$ cat src/rtl/instr_cache.sv
`default_nettype none
// ============================================================================
//  Module   : instr_cache
//  Brief    : Read-only direct-mapped instruction cache with 128-bit line
//             refill from instruction memory. Hits return data
//             combinationally; misses stall the fetch stage while the line
//             is refilled.
//  Options  : define ICACHE_STATS_EN to add hit_count / miss_count outputs.
//  Revision : 1.0 - initial release
// ============================================================================
module instr_cache #(
    parameter int NUM_LINES = 8
) (
    input  logic         clk,
    input  logic         rst_n,
    input  logic         proc_read,
    input  logic         proc_write,
    input  logic [29:0]  proc_addr,
    input  logic [31:0]  proc_wdata,
    output logic [31:0]  proc_rdata,
    output logic         proc_stall,
    output logic         mem_read,
    output logic         mem_write,
    output logic [27:0]  mem_addr,
    output logic [127:0] mem_wdata,
`ifdef ICACHE_STATS_EN
    output logic [31:0]  hit_count,
    output logic [31:0]  miss_count,
`endif
    input  logic [127:0] mem_rdata,
    input  logic         mem_ready
);

    localparam int IDX_W = $clog2(NUM_LINES);
    localparam int TAG_W = 28 - IDX_W;

    typedef enum logic [1:0] {
        S_IDLE  = 2'd0,
        S_FETCH = 2'd1,
        S_DONE  = 2'd2
    } state_t;

    state_t               state_q, state_d;
    logic [27:0]          miss_addr_q, miss_addr_d;
    logic [NUM_LINES-1:0] valid_q;
    logic [TAG_W-1:0]     tag_q  [NUM_LINES];
    logic [127:0]         data_q [NUM_LINES];

    logic [IDX_W-1:0]     w_idx;
    logic [TAG_W-1:0]     w_tag;
    logic                 w_hit;
    logic                 w_fill;
    logic [IDX_W-1:0]     w_fill_idx;
    logic [TAG_W-1:0]     w_fill_tag;
    logic [127:0]         w_line;
    logic [6:0]           w_word_lsb;

    // Write port and write data are meaningless for an instruction cache.
    logic unused_inputs;
    assign unused_inputs = ^{proc_write, proc_wdata};

    assign w_idx      = proc_addr[IDX_W+1:2];
    assign w_tag      = proc_addr[29:IDX_W+2];
    assign w_line     = data_q[w_idx];
    assign w_word_lsb = {proc_addr[1:0], 5'b0_0000};
    assign w_hit      = proc_read & valid_q[w_idx] & (tag_q[w_idx] == w_tag);
    assign proc_rdata = w_hit ? w_line[w_word_lsb +: 32] : 32'h0;

    // A refill only lands while FETCH is waiting; stray mem_ready is ignored.
    assign w_fill     = (state_q == S_FETCH) & mem_ready;
    assign w_fill_idx = miss_addr_q[IDX_W-1:0];
    assign w_fill_tag = miss_addr_q[27:IDX_W];

    assign mem_addr   = miss_addr_q;
    assign mem_write  = 1'b0;
    assign mem_wdata  = '0;

    // Next-state and output decode for the miss/refill sequencer.
    always_comb begin
        state_d     = state_q;
        miss_addr_d = miss_addr_q;
        proc_stall  = 1'b0;
        mem_read    = 1'b0;
        case (state_q)
            S_IDLE: begin
                proc_stall = proc_read & ~w_hit;
                if (proc_read && !w_hit) begin
                    miss_addr_d = proc_addr[29:2];
                    state_d     = S_FETCH;
                end
            end
            S_FETCH: begin
                proc_stall = 1'b1;
                mem_read   = 1'b1;
                if (mem_ready) begin
                    state_d = S_DONE;
                end
            end
            S_DONE: begin
                // One settling cycle so the hit is re-evaluated from IDLE.
                proc_stall = 1'b1;
                state_d    = S_IDLE;
            end
            default: begin
                state_d = S_IDLE;
            end
        endcase
    end

    // Control state: FSM, latched miss line address and valid bits.
    always_ff @(posedge clk) begin
        if (!rst_n) begin
            state_q     <= S_IDLE;
            miss_addr_q <= '0;
            valid_q     <= '0;
        end else begin
            state_q     <= state_d;
            miss_addr_q <= miss_addr_d;
            if (w_fill) begin
                valid_q[w_fill_idx] <= 1'b1;
            end
        end
    end

    // Tag and data arrays; contents are qualified by valid, so no reset.
    always_ff @(posedge clk) begin
        if (w_fill) begin
            tag_q[w_fill_idx]  <= w_fill_tag;
            data_q[w_fill_idx] <= mem_rdata;
        end
    end

`ifdef ICACHE_STATS_EN
    logic [31:0] hit_count_q;
    logic [31:0] miss_count_q;

    assign hit_count  = hit_count_q;
    assign miss_count = miss_count_q;

    // Performance counters; both wrap naturally at 2^32.
    always_ff @(posedge clk) begin
        if (!rst_n) begin
            hit_count_q  <= '0;
            miss_count_q <= '0;
        end else if (state_q == S_IDLE) begin
            if (w_hit) begin
                hit_count_q <= hit_count_q + 32'd1;
            end
            if (proc_read && !w_hit) begin
                miss_count_q <= miss_count_q + 32'd1;
            end
        end
    end
`endif

endmodule
`default_nettype wire

$ cat config.mk
export PLATFORM = sky130hd
export DESIGN_NAME = instr_cache
export DESIGN_NICKNAME = d
export VERILOG_FILES = /design/src/rtl/instr_cache.sv
export SDC_FILE = /design/constraint.sdc
export NUM_CORES = 1
export LEC_CHECK = 0
export ABC_CLOCK_PERIOD_IN_PS = 18900
export CAP_MARGIN = 15
export CORE_MARGIN = 8
export CORE_UTILIZATION = 60
export CTS_BUF_LIST = sky130_fd_sc_hd__clkbuf_4 sky130_fd_sc_hd__clkbuf_8
export DETAILED_ROUTE_END_ITERATION = 7
export PLACE_DENSITY = 0.82
export REMOVE_ABC_BUFFERS = 1
export SLEW_MARGIN = 10
export SYNTH_ARGS = -nofsm -noshare
export SYNTH_HDL_FRONTEND = slang
export SYNTH_SLANG_ARGS = --single-unit
$ cat constraint.sdc
create_clock -name clk -period 18.9 [get_ports clk]
set_clock_uncertainty 0.05 [all_clocks]
set_input_delay 3.78 -clock clk [delete_from_list [all_inputs] [get_ports clk]]
set_output_delay 3.78 -clock clk [all_outputs]
set_load 0.005 [all_outputs]
==> impl_metrics.env, run 1 <==
export IMPL_filler_cell_count=4714
export IMPL_status="completed"
export IMPL_setup_repair_after_global_routing_missed_its_margin="false"
export IMPL_crit_path_frequent_cell="sky130_fd_sc_hd__buf_4"
export IMPL_h_tree_depth=4
export IMPL_cp_max_fo=115
export IMPL_critPathLaunchType="primary input"
export IMPL_post_cts_resize_count=0
export IMPL_gr_total_overflow=0
export IMPL_floorplan_die_height_um=302
export IMPL_rrSetupSlack_ps=14430
export IMPL_clockPowerShare_pct=38.1
export IMPL_gr_usage_all_layers_pct=21.6
export IMPL_final_period_utilization_pct=69.1
export IMPL_grt_pass1_wl_mm=145
export IMPL_sequentialPowerShare_pct=56.5
export IMPL_minimum_period_implied_by_the_final_worst_setup_slack_ps=13060
export IMPL_static_leakage_power_nw=18.1
export IMPL_die_area_um2=91300
export IMPL_clk_latency_ps=810
export IMPL_detail_route_vias_per_cell=6.00
export IMPL_cts_setup_buffers=0
export IMPL_maxClockFrequency_ghz=0.0766
export IMPL_switching_share_pct=20.7
export IMPL_fraction_of_final_layout_cells_sized_beyond_drive_strength_1_pct=27.1
export IMPL_die_w_um=302
export IMPL_holdCritPathClass="flip-flop to flip-flop"
export IMPL_number_of_violations_of_the_max_capacitance_limit=0
export IMPL_routed_wirelength_mm=97.8
export IMPL_grt_max_degree=116
export IMPL_detail_route_wl_per_cell_um=26.3
export IMPL_synth_ff_type="sky130_fd_sc_hd__edfxtp_1"
export IMPL_fp_row_count=105
export IMPL_cts_sinks=1262
export IMPL_synth_warnings=0
export IMPL_synthesis_instances=2152
export IMPL_cp_arrival_ps=9230
export IMPL_synthesis_area_per_instance_um2=22.8
export IMPL_core_area_um2=81600
export IMPL_setup_total_negative_slack_ps=0
export IMPL_multi_input_area_um2=10700
export IMPL_cts_tree="built"
export IMPL_yosysSeqAreaShare_pct=76.4
export IMPL_cts_made_buffers=186
export IMPL_cts_clk_slew_worst_paths_ps=60
export IMPL_timing_setup_critical_path_class="primary input to output pin"
export IMPL_worst_slew_pin_transition_ps=1110
export IMPL_via_count=22300
export IMPL_sequential_cell_area_um2=37500
export IMPL_ant_nets=0
export IMPL_synth_async_reset_ratio_pct=0
export IMPL_post_synthesis_sequential_element_count=1262
export IMPL_netSwitchingPower_mw=1.15
export IMPL_fin_worst_hold_slack_ps=418
export IMPL_cts_buffer_depth=3
export IMPL_synth_enable_flop_cells=1224
export IMPL_synthesis_to_finish_area_growth_pct=13.6
export IMPL_drc_violations_left=0
export IMPL_path_cells="buf_8, buf_4, mux4_2, mux2i_1, xor2_1, o21ai_0, or4_1, or4_2, buf_4, nor2_1, clkdlybuf4s50_1"
export IMPL_synth_cell_area_um2=49100
export IMPL_place_congestion=0.703
export IMPL_timing_max_transition_violations_final=0
export IMPL_timing_critical_path_slowest_cell_delay_ps=1000
export IMPL_top_cells_by_area_in_the_synthesized_netlist="sky130_fd_sc_hd__edfxtp_1 (75%), sky130_fd_sc_hd__mux4_2 (17%), sky130_fd_sc_hd__buf_4 (2.0%), sky130_fd_sc_hd__mux2i_1 (1.8%), sky130_fd_sc_hd__dfxtp_1 (1.5%)"
export IMPL_post_layout_net_count=2694
export IMPL_synth_cell_type_count=42
export IMPL_r2r_cells=10
export IMPL_initialDrtViolationCount=1975
export IMPL_drtPass1Iterations=5
export IMPL_synth_most_common_cell="sky130_fd_sc_hd__edfxtp_1"
export IMPL_dpl_hpwl_mm=53.3
export IMPL_internal_power_mw=4.39
export IMPL_antenna_found_initial=10
export IMPL_timing_final_setup_violations=0
export IMPL_r2r_end="mem_addr[20]$_SDFFE_PN0P_"
export IMPL_slew_limit_headroom_pct=26.3
export IMPL_endpoint="proc_rdata[0]"
export IMPL_yosysTopAreaCellShare_pct=74.8
export IMPL_first_global_vias=24000
export IMPL_initial_core_util_pct=60.2
export IMPL_port_buffers=223
export IMPL_final_hold_viol_count=0
export IMPL_critPathRequiredTime_ps=15070
export IMPL_worst_path_max_delay_cell="sky130_fd_sc_hd__or4_2"
export IMPL_power_density_cell_area_nw_per_um2=99.2
export IMPL_critical_path_startpoint="proc_addr[3]"
export IMPL_ios=386
export IMPL_synth_top_area_cell="sky130_fd_sc_hd__edfxtp_1"
export IMPL_synth_commonest_cells="sky130_fd_sc_hd__edfxtp_1 (1224), sky130_fd_sc_hd__mux4_2 (364), sky130_fd_sc_hd__buf_4 (132)"
export IMPL_comb_power_share_pct=5.5
export IMPL_hold_buffers=0
export IMPL_timing_critical_path_to_type="output pin"
export IMPL_ir_worst_vdd_mv=0.0551
export IMPL_rr_startpoint="tag_q[3][18]$_DFFE_PP_"
export IMPL_clock_tree_root_cell="sky130_fd_sc_hd__clkbuf_8"
final cells by class:
cell class	instances	area share [%]
clock buffers	271	5.84
repair buffers	262	4.68
diodes	7	0.0314
clock inverters	63	0.675
multi-input cells	781	19.2
well taps	1070	2.40
flip-flops and latches	1262	67.2
inverters	3	0.0202
sequential cells by signal, indices dropped and copies added (netlist names):
signal and flops:
mem_addr 28, valid_q 8, data_q 1024, tag_q 200
state_q 2
critical path, delay by kind of cell:
| kind | cells | cell delay, ps |
|---|---|---|
| buf+inv | 4 | 2490 |
| compound gates | 1 | 110 |
| mux | 2 | 800 |
| xor+xnor | 1 | 180 |
| simple gates | 3 | 1680 |
worst min-delay path by stage:
stage	start	to	slack (ps)	depth (start not counted)
5_1_grt	valid_q[1]$_SDFFE_PN0P_	valid_q[1]$_SDFFE_PN0P_	430	1
4_1_cts	valid_q[3]$_SDFFE_PN0P_	valid_q[3]$_SDFFE_PN0P_	420	1
3_3_place_gp	valid_q[6]$_SDFFE_PN0P_	valid_q[6]$_SDFFE_PN0P_	390	1
2_1_floorplan	valid_q[2]$_SDFFE_PN0P_	valid_q[2]$_SDFFE_PN0P_	390	1
6_report	valid_q[7]$_SDFFE_PN0P_	valid_q[7]$_SDFFE_PN0P_	420	1
3_5_place_dp	valid_q[3]$_SDFFE_PN0P_	valid_q[3]$_SDFFE_PN0P_	400	1
kinds of logic (layout without fill, tap and decap cells):
family	Yosys count	in the layout	synth area share, %
simple gates	146	146	1.29
fa+ha+maj	3	3	0.0764
other cells	1	136	0.00763
mux	454	454	18.5
buf+inv	237	599	2.95
xor+xnor	21	21	0.374
flops	1262	1262	76.4
compound gates	28	28	0.418
per-stage QoR:
stage          power, mW  util, %  instance area, um^2  instances  worst slack, ps
6_report            5.54     68.4                55800       3719             5840
3_5_place_dp        3.49     63.9                52100       3375             5780
2_1_floorplan       3.33        -                48200       2046             3710
5_1_grt             5.72     68.4                55800       3715             5510
3_3_place_gp        3.48     63.9                52100       3375             5810
4_1_cts             5.59     68.3                55700       3709             5780
metal layers:
layer | up-vias | routed length (um) | share of wire [%] | GRT usage, %
li1 | 9461 | - | - | -
met1 | 11800 | 38300 | 39 | 28.4
met2 | 911 | 50100 | 51 | 36.3
met3 | 139 | 7650 | 7.8 | 4.84
met4 | 10 | 1680 | 1.7 | 6.30
met5 | - | 64 | 0.065 | 0
power groups by stage:
stage	Combinational [mW]	Clock (mW)	Sequential, mW
CTS	0.305	2.16	3.13
floorplan	0.144	0	3.19
global route	0.324	2.27	3.13
detailed placement	0.304	0	3.19
global placement	0.295	0	3.18
finish	0.302	2.11	3.13
cell usage in the layout (no fill, tap or decap), types with 34 or more instances in the layout:
| master | n |
|---|---|
| sky130_fd_sc_hd__buf_4 | 34 |
| sky130_fd_sc_hd__edfxtp_1 | 1224 |
| sky130_fd_sc_hd__mux4_2 | 364 |
| sky130_fd_sc_hd__conb_1 | 129 |
| sky130_fd_sc_hd__clkbuf_8 | 196 |
| sky130_fd_sc_hd__nor2_1 | 34 |
| sky130_fd_sc_hd__nand2_1 | 75 |
| sky130_fd_sc_hd__clkinv_1 | 38 |
| sky130_fd_sc_hd__mux2i_1 | 89 |
| sky130_fd_sc_hd__clkdlybuf4s50_1 | 217 |
| sky130_fd_sc_hd__clkbuf_4 | 75 |
| sky130_fd_sc_hd__dfxtp_1 | 38 |
Note: power is estimated with default switching activity, not from simulation.
==> run 2: changes to the inputs <==
--- a/config.mk
+++ b/config.mk
@@ -5,7 +5,7 @@
 export SDC_FILE = /design/constraint.sdc
 export NUM_CORES = 1
 export LEC_CHECK = 0
-export ABC_CLOCK_PERIOD_IN_PS = 18900
+export ABC_CLOCK_PERIOD_IN_PS = 12640
 export CAP_MARGIN = 15
 export CORE_MARGIN = 8
 export CORE_UTILIZATION = 60
==> constraint.sdc (replaced) <==
create_clock -name clk -period 12.64 [get_ports clk]
set_clock_uncertainty 0.05 [all_clocks]
set_input_delay 2.528 -clock clk [delete_from_list [all_inputs] [get_ports clk]]
set_output_delay 2.528 -clock clk [all_outputs]
set_load 0.005 [all_outputs]
==> impl_metrics.env, run 2 (synthesis results as in run 1) <==
export IMPL_status="completed"
export IMPL_routed_wirelength_mm=99.3
export IMPL_preCtsSetupSlack_ps=2690
export IMPL_cts_sinks=1262
export IMPL_cp_max_fo=99
export IMPL_sequential_cell_area_um2=37500
export IMPL_fp_row_count=105
export IMPL_port_buffers=223
export IMPL_cp_arrival_ps=7360
export IMPL_filler_cell_count=4736
export IMPL_sequentialPowerShare_pct=55.7
export IMPL_grtUsageMet2_pct=36.6
export IMPL_cts_tree="built"
export IMPL_antenna_found_initial=17
export IMPL_worstPathBufferInverterCount=4
export IMPL_dpl_hpwl_mm=52.7
export IMPL_detail_route_vias_per_cell=6.04
export IMPL_cts_clk_slew_worst_paths_ps=60
export IMPL_fraction_of_final_layout_cells_sized_beyond_drive_strength_1_pct=27.2
export IMPL_maxClockFrequency_ghz=0.101
export IMPL_crit_path_frequent_cell="sky130_fd_sc_hd__nand2_1"
export IMPL_holdCritPathClass="flip-flop to flip-flop"
export IMPL_drc_violations_left=0
export IMPL_grt_max_degree=108
export IMPL_grt_use_met3_pct=5.31
export IMPL_cts_made_buffers=192
export IMPL_path_cells="buf_8, buf_12, mux4_2, nand2_1, nand2_1, xor2_1, or4_1, or4_2, buf_4, nor2_1, clkdlybuf4s50_1"
export IMPL_worst_slew_pin_transition_ps=1010
export IMPL_largest_register_ff_count=1024
export IMPL_grt_pass1_wl_mm=148
export IMPL_r2r_cells=9
export IMPL_static_leakage_power_nw=18.2
export IMPL_via_count=22600
export IMPL_initialDrtViolationCount=1882
export IMPL_worst_path_max_delay_cell="sky130_fd_sc_hd__or4_2"
export IMPL_design_area_um2=56000
export IMPL_final_common_cell="sky130_fd_sc_hd__edfxtp_1"
export IMPL_switching_share_pct=21.0
export IMPL_gr_total_overflow=0
export IMPL_gr_usage_all_layers_pct=21.9
export IMPL_final_setup_worst_slack_ps=2700
export IMPL_slew_limit_headroom_pct=32.6
export IMPL_final_period_utilization_pct=78.6
export IMPL_hold_buffers=0
export IMPL_most_used_cells_in_the_layout_excluding_fill_and_tap_cells="sky130_fd_sc_hd__edfxtp_1 (1224), sky130_fd_sc_hd__mux4_2 (364), sky130_fd_sc_hd__clkdlybuf4s50_1 (217), sky130_fd_sc_hd__clkbuf_8 (209), sky130_fd_sc_hd__conb_1 (129)"
export IMPL_registers_top_by_ff_count="data_q"
export IMPL_critPathLaunchType="primary input"
export IMPL_ios=386
export IMPL_fin_worst_hold_slack_ps=415
export IMPL_dpl_cell_count=3374
export IMPL_post_layout_net_count=2696
export IMPL_ir_worst_vdd_mv=0.0875
export IMPL_timing_max_transition_violations_final=0
export IMPL_final_hold_viol_count=0
export IMPL_r2r_end="mem_addr[17]$_SDFFE_PN0P_"
export IMPL_multi_input_area_um2=10700
export IMPL_hold_path_startpoint="valid_q[4]$_SDFFE_PN0P_"
export IMPL_critPathRequiredTime_ps=10060
export IMPL_synthesis_to_finish_area_growth_pct=13.9
export IMPL_number_of_violations_of_the_max_capacitance_limit=0
export IMPL_worstHoldPathCells=1
export IMPL_timing_critical_path_slowest_cell_delay_ps=930
export IMPL_die_area_um2=91300
export IMPL_ant_nets=0
export IMPL_min_to="valid_q[4]$_SDFFE_PN0P_"
export IMPL_use_met1_pct=28.6
export IMPL_power_density_cell_area_nw_per_um2=150
export IMPL_timing_setup_critical_path_class="primary input to output pin"
export IMPL_comb_power_share_pct=5.4
export IMPL_h_tree_depth=4
export IMPL_internal_power_mw=6.62
export IMPL_core_area_um2=81600
export IMPL_clk_latency_ps=830
export IMPL_rrSetupSlack_ps=8470
export IMPL_first_global_vias=24300
export IMPL_setup_repair_after_global_routing_missed_its_margin="false"
export IMPL_floorplan_die_height_um=302
export IMPL_initial_core_util_pct=60.2
export IMPL_minimum_period_implied_by_the_final_worst_setup_slack_ps=9940
export IMPL_placement_cell_area_um2=52100
export IMPL_global_route_peak_usage_layer="met2"
export IMPL_timing_final_setup_violations=0
export IMPL_drtPass1Iterations=5
export IMPL_detail_route_wl_per_cell_um=26.6
export IMPL_cts_setup_buffers=0
export IMPL_netSwitchingPower_mw=1.76
export IMPL_clock_tree_root_cell="sky130_fd_sc_hd__clkbuf_8"
export IMPL_place_congestion=0.704
export IMPL_timing_critical_path_to_type="output pin"
export IMPL_cp_top_family="buffers and inverters"
export IMPL_rr_startpoint="tag_q[5][5]$_DFFE_PP_"
export IMPL_clockPowerShare_pct=38.9
export IMPL_post_layout_nonfiller_instances=3739
export IMPL_post_cts_resize_count=0
export IMPL_die_w_um=302
export IMPL_cts_buffer_depth=3
run 2: cell types whose count changed in the layout (fill, tap and decap cells not counted), sizes merged:
cell | previous run | this run
clkinvlp | 2 | 3
diode | 7 | 11
buf | 45 | 41
inv | 7 | 6
clkbuf | 271 | 274
clkinv | 55 | 72
run 2: metrics by stage:
step                setup TNS, ps  utilization (%)  total power, mW
floorplan                 -398770                -             4.98
global placement                0             63.9             5.20
detailed placement              0             63.9             5.22
CTS                             0             68.6             8.46
global route                    0             68.6             8.67
finish                          0             68.6             8.39
run 2: worst register-to-register path, stage by stage (launching register included):
cell	delay [ps]
sky130_fd_sc_hd__edfxtp_1	370
sky130_fd_sc_hd__mux4_2	460
sky130_fd_sc_hd__mux2i_1	200
sky130_fd_sc_hd__xor2_1	210
sky130_fd_sc_hd__o2111ai_1	150
sky130_fd_sc_hd__or4_1	610
sky130_fd_sc_hd__or4_2	1040
sky130_fd_sc_hd__nand3_2	210
sky130_fd_sc_hd__buf_4	500
sky130_fd_sc_hd__mux2i_1	290
run 2: power groups by stage:
stage	Combinational [mW]	Sequential (mW)	Clock, mW
6_report	0.451	4.68	3.26
5_1_grt	0.484	4.68	3.51
4_1_cts	0.456	4.68	3.33
3_5_place_dp	0.454	4.76	0
3_3_place_gp	0.440	4.76	0
2_1_floorplan	0.215	4.77	0
run 2: final cells by class:
cell class	instances	area share (%)
Sequential cell	1262	67.0
Timing Repair Buffer	258	4.59
Clock inverter	80	0.789
Antenna cell	11	0.0492
Tap cell	1070	2.39
Multi-Input combinational cell	781	19.1
Clock buffer	274	6.01
Inverter	3	0.0201
run 2: how the worst max path moves through the flow:
stage / depth (start not counted) / from / slack (ps) / endpoint
2_1_floorplan: 2 / mem_ready / -1300 / data_q[1][0]$_DFFE_PP_
3_3_place_gp: 11 / proc_addr[2] / 2720 / proc_rdata[6]
3_5_place_dp: 11 / proc_addr[2] / 2690 / proc_rdata[17]
4_1_cts: 11 / proc_addr[2] / 2640 / proc_rdata[17]
5_1_grt: 11 / proc_addr[2] / 2390 / proc_rdata[17]
6_report: 11 / proc_addr[2] / 2700 / proc_rdata[6]
run 2: per-layer routing:
metal / vias to the layer above / wire length [um]
met5: - / 79
met2: 990 / 50800
met3: 177 / 8100
met4: 14 / 1970
met1: 11900 / 38400
li1: 9498 / -
==> run 3: changes to the inputs <==
--- a/config.mk
+++ b/config.mk
@@ -5,7 +5,7 @@
 export SDC_FILE = /design/constraint.sdc
 export NUM_CORES = 1
 export LEC_CHECK = 0
-export ABC_CLOCK_PERIOD_IN_PS = 12640
+export ABC_CLOCK_PERIOD_IN_PS = 10050
 export CAP_MARGIN = 15
 export CORE_MARGIN = 8
 export CORE_UTILIZATION = 60
==> constraint.sdc (replaced) <==
create_clock -name clk -period 10.05 [get_ports clk]
set_clock_uncertainty 0.05 [all_clocks]
set_input_delay 2.01 -clock clk [delete_from_list [all_inputs] [get_ports clk]]
set_output_delay 2.01 -clock clk [all_outputs]
set_load 0.005 [all_outputs]
==> impl_metrics.env, run 3 (synthesis results as in run 1) <==
export IMPL_worstPathBufferInverterCount=3
export IMPL_power_density_cell_area_nw_per_um2=187
export IMPL_grt_pass1_wl_mm=144
export IMPL_dpl_cell_count=3371
export IMPL_minimum_period_implied_by_the_final_worst_setup_slack_ps=8580
export IMPL_timing_critical_path_slowest_cell_delay_ps=1090
export IMPL_cts_tree="built"
export IMPL_detail_route_vias_per_cell=5.95
export IMPL_cp_top_family="simple AND/OR/NAND/NOR gates"
export IMPL_placement_cell_area_um2=52100
export IMPL_registers_top_by_ff_count="data_q"
export IMPL_timing_final_setup_violations=0
export IMPL_clk_latency_ps=830
export IMPL_detail_route_wl_per_cell_um=26.0
export IMPL_cts_setup_buffers=0
export IMPL_drc_violations_left=0
export IMPL_die_w_um=302
export IMPL_dr_wl_met2_mm=48.6
export IMPL_antenna_found_initial=14
export IMPL_highest_layer="met5"
export IMPL_timing_critical_path_to_type="output pin"
export IMPL_worst_path_max_delay_cell="sky130_fd_sc_hd__or4_2"
export IMPL_holdCritPathClass="flip-flop to flip-flop"
export IMPL_fin_worst_hold_slack_ps=415
export IMPL_drtPass1Iterations=5
export IMPL_cts_clk_slew_worst_paths_ps=60
export IMPL_fraction_of_final_layout_cells_sized_beyond_drive_strength_1_pct=27.0
export IMPL_critPathLaunchType="primary input"
export IMPL_setup_repair_after_global_routing_missed_its_margin="false"
export IMPL_gr_total_overflow=0
export IMPL_timing_max_transition_violations_final=0
export IMPL_critPathRequiredTime_ps=7990
export IMPL_filler_cell_count=4732
export IMPL_grt_max_degree=122
export IMPL_initial_core_util_pct=60.2
export IMPL_dpl_hpwl_mm=51.6
export IMPL_cts_buffer_depth=3
export IMPL_setup_total_negative_slack_ps=0
export IMPL_ios=386
export IMPL_final_common_cell="sky130_fd_sc_hd__edfxtp_1"
export IMPL_clock_tree_root_cell="sky130_fd_sc_hd__clkbuf_8"
export IMPL_cp_max_fo=62
export IMPL_via_count=22200
export IMPL_fin_total_pwr_mw=10.5
export IMPL_status="completed"
export IMPL_timing_setup_critical_path_class="primary input to output pin"
export IMPL_cts_sinks=1262
export IMPL_path_cells="buf_8, mux4_2, mux2i_1, xor2_1, o2111ai_1, or4_1, or4_2, buf_4, nor2_1, clkdlybuf4s50_1"
export IMPL_post_layout_net_count=2690
export IMPL_cp_arrival_ps=6520
export IMPL_most_used_cells_in_the_layout_excluding_fill_and_tap_cells="sky130_fd_sc_hd__edfxtp_1 (1224), sky130_fd_sc_hd__mux4_2 (364), sky130_fd_sc_hd__clkdlybuf4s50_1 (217), sky130_fd_sc_hd__clkbuf_8 (195), sky130_fd_sc_hd__conb_1 (129)"
export IMPL_ant_nets=0
export IMPL_first_global_vias=23700
export IMPL_post_layout_nonfiller_instances=3721
export IMPL_slew_limit_headroom_pct=33.2
export IMPL_static_leakage_power_nw=18.1
export IMPL_fp_row_count=105
export IMPL_hold_buffers=0
export IMPL_die_area_um2=91300
export IMPL_floorplan_die_height_um=302
export IMPL_initialDrtViolationCount=1881
export IMPL_synthesis_to_finish_area_growth_pct=13.7
export IMPL_design_area_um2=55900
export IMPL_maxClockFrequency_ghz=0.117
export IMPL_core_area_um2=81600
export IMPL_post_cts_resize_count=0
export IMPL_port_buffers=223
export IMPL_routed_wirelength_mm=96.6
export IMPL_cts_made_buffers=189
export IMPL_gr_usage_all_layers_pct=21.3
export IMPL_worst_slew_pin_transition_ps=1000
export IMPL_place_congestion=0.701
export IMPL_largest_register_ff_count=1024
export IMPL_drt_met1_wl_mm=37.9
export IMPL_final_period_utilization_pct=85.4
export IMPL_number_of_violations_of_the_max_capacitance_limit=0
export IMPL_final_hold_viol_count=0
export IMPL_h_tree_depth=4
export IMPL_detailroute_wirelength_met3_mm=8.01
export IMPL_ir_worst_vdd_mv=0.109
run 3: layout make-up:
cell class | instances | area [um^2] | share of cell area (%)
antenna | 7 | 17.5 | 0.0314
clock buffer | 261 | 3180 | 5.69
clock inverter | 82 | 518 | 0.927
inverter | 3 | 11.3 | 0.0202
multi-input combinational | 781 | 10700 | 19.2
sequential | 1262 | 37500 | 67.2
tap | 1070 | 1340 | 2.40
timing repair buffer | 255 | 2580 | 4.63
run 3: final timing paths:
kind	start	end	slack [ps]	cells past startpoint
setup / recovery	proc_addr[2]	proc_rdata[12]	1470	10
setup reg to reg	tag_q[4][18]$_DFFE_PP_	mem_addr[13]$_SDFFE_PN0P_	5810	9
hold / removal	valid_q[2]$_SDFFE_PN0P_	valid_q[2]$_SDFFE_PN0P_	420	1
hold reg to reg	valid_q[2]$_SDFFE_PN0P_	valid_q[2]$_SDFFE_PN0P_	420	1
run 3: per-layer routing:
metal / up-vias / GRT usage, %
li1: 9459 / -
met1: 11600 / 28.3
met2: 968 / 35.0
met3: 145 / 5.34
met4: 12 / 6.76
met5: - / 0
run 3: per-stage QoR:
stage | util [%] | setup slack [ps]
2_1_floorplan | - | -3370
3_3_place_gp | 63.9 | 1400
3_5_place_dp | 63.9 | 1370
4_1_cts | 68.5 | 1370
5_1_grt | 68.5 | 1240
6_report | 68.5 | 1470
run 3: power breakdown:
part | switching [mW] | internal (mW) | leakage (nW)
Clock | 1.87 | 2.14 | 1.95
Sequential | 0.0354 | 5.85 | 11.3
Combinational | 0.286 | 0.277 | 4.80
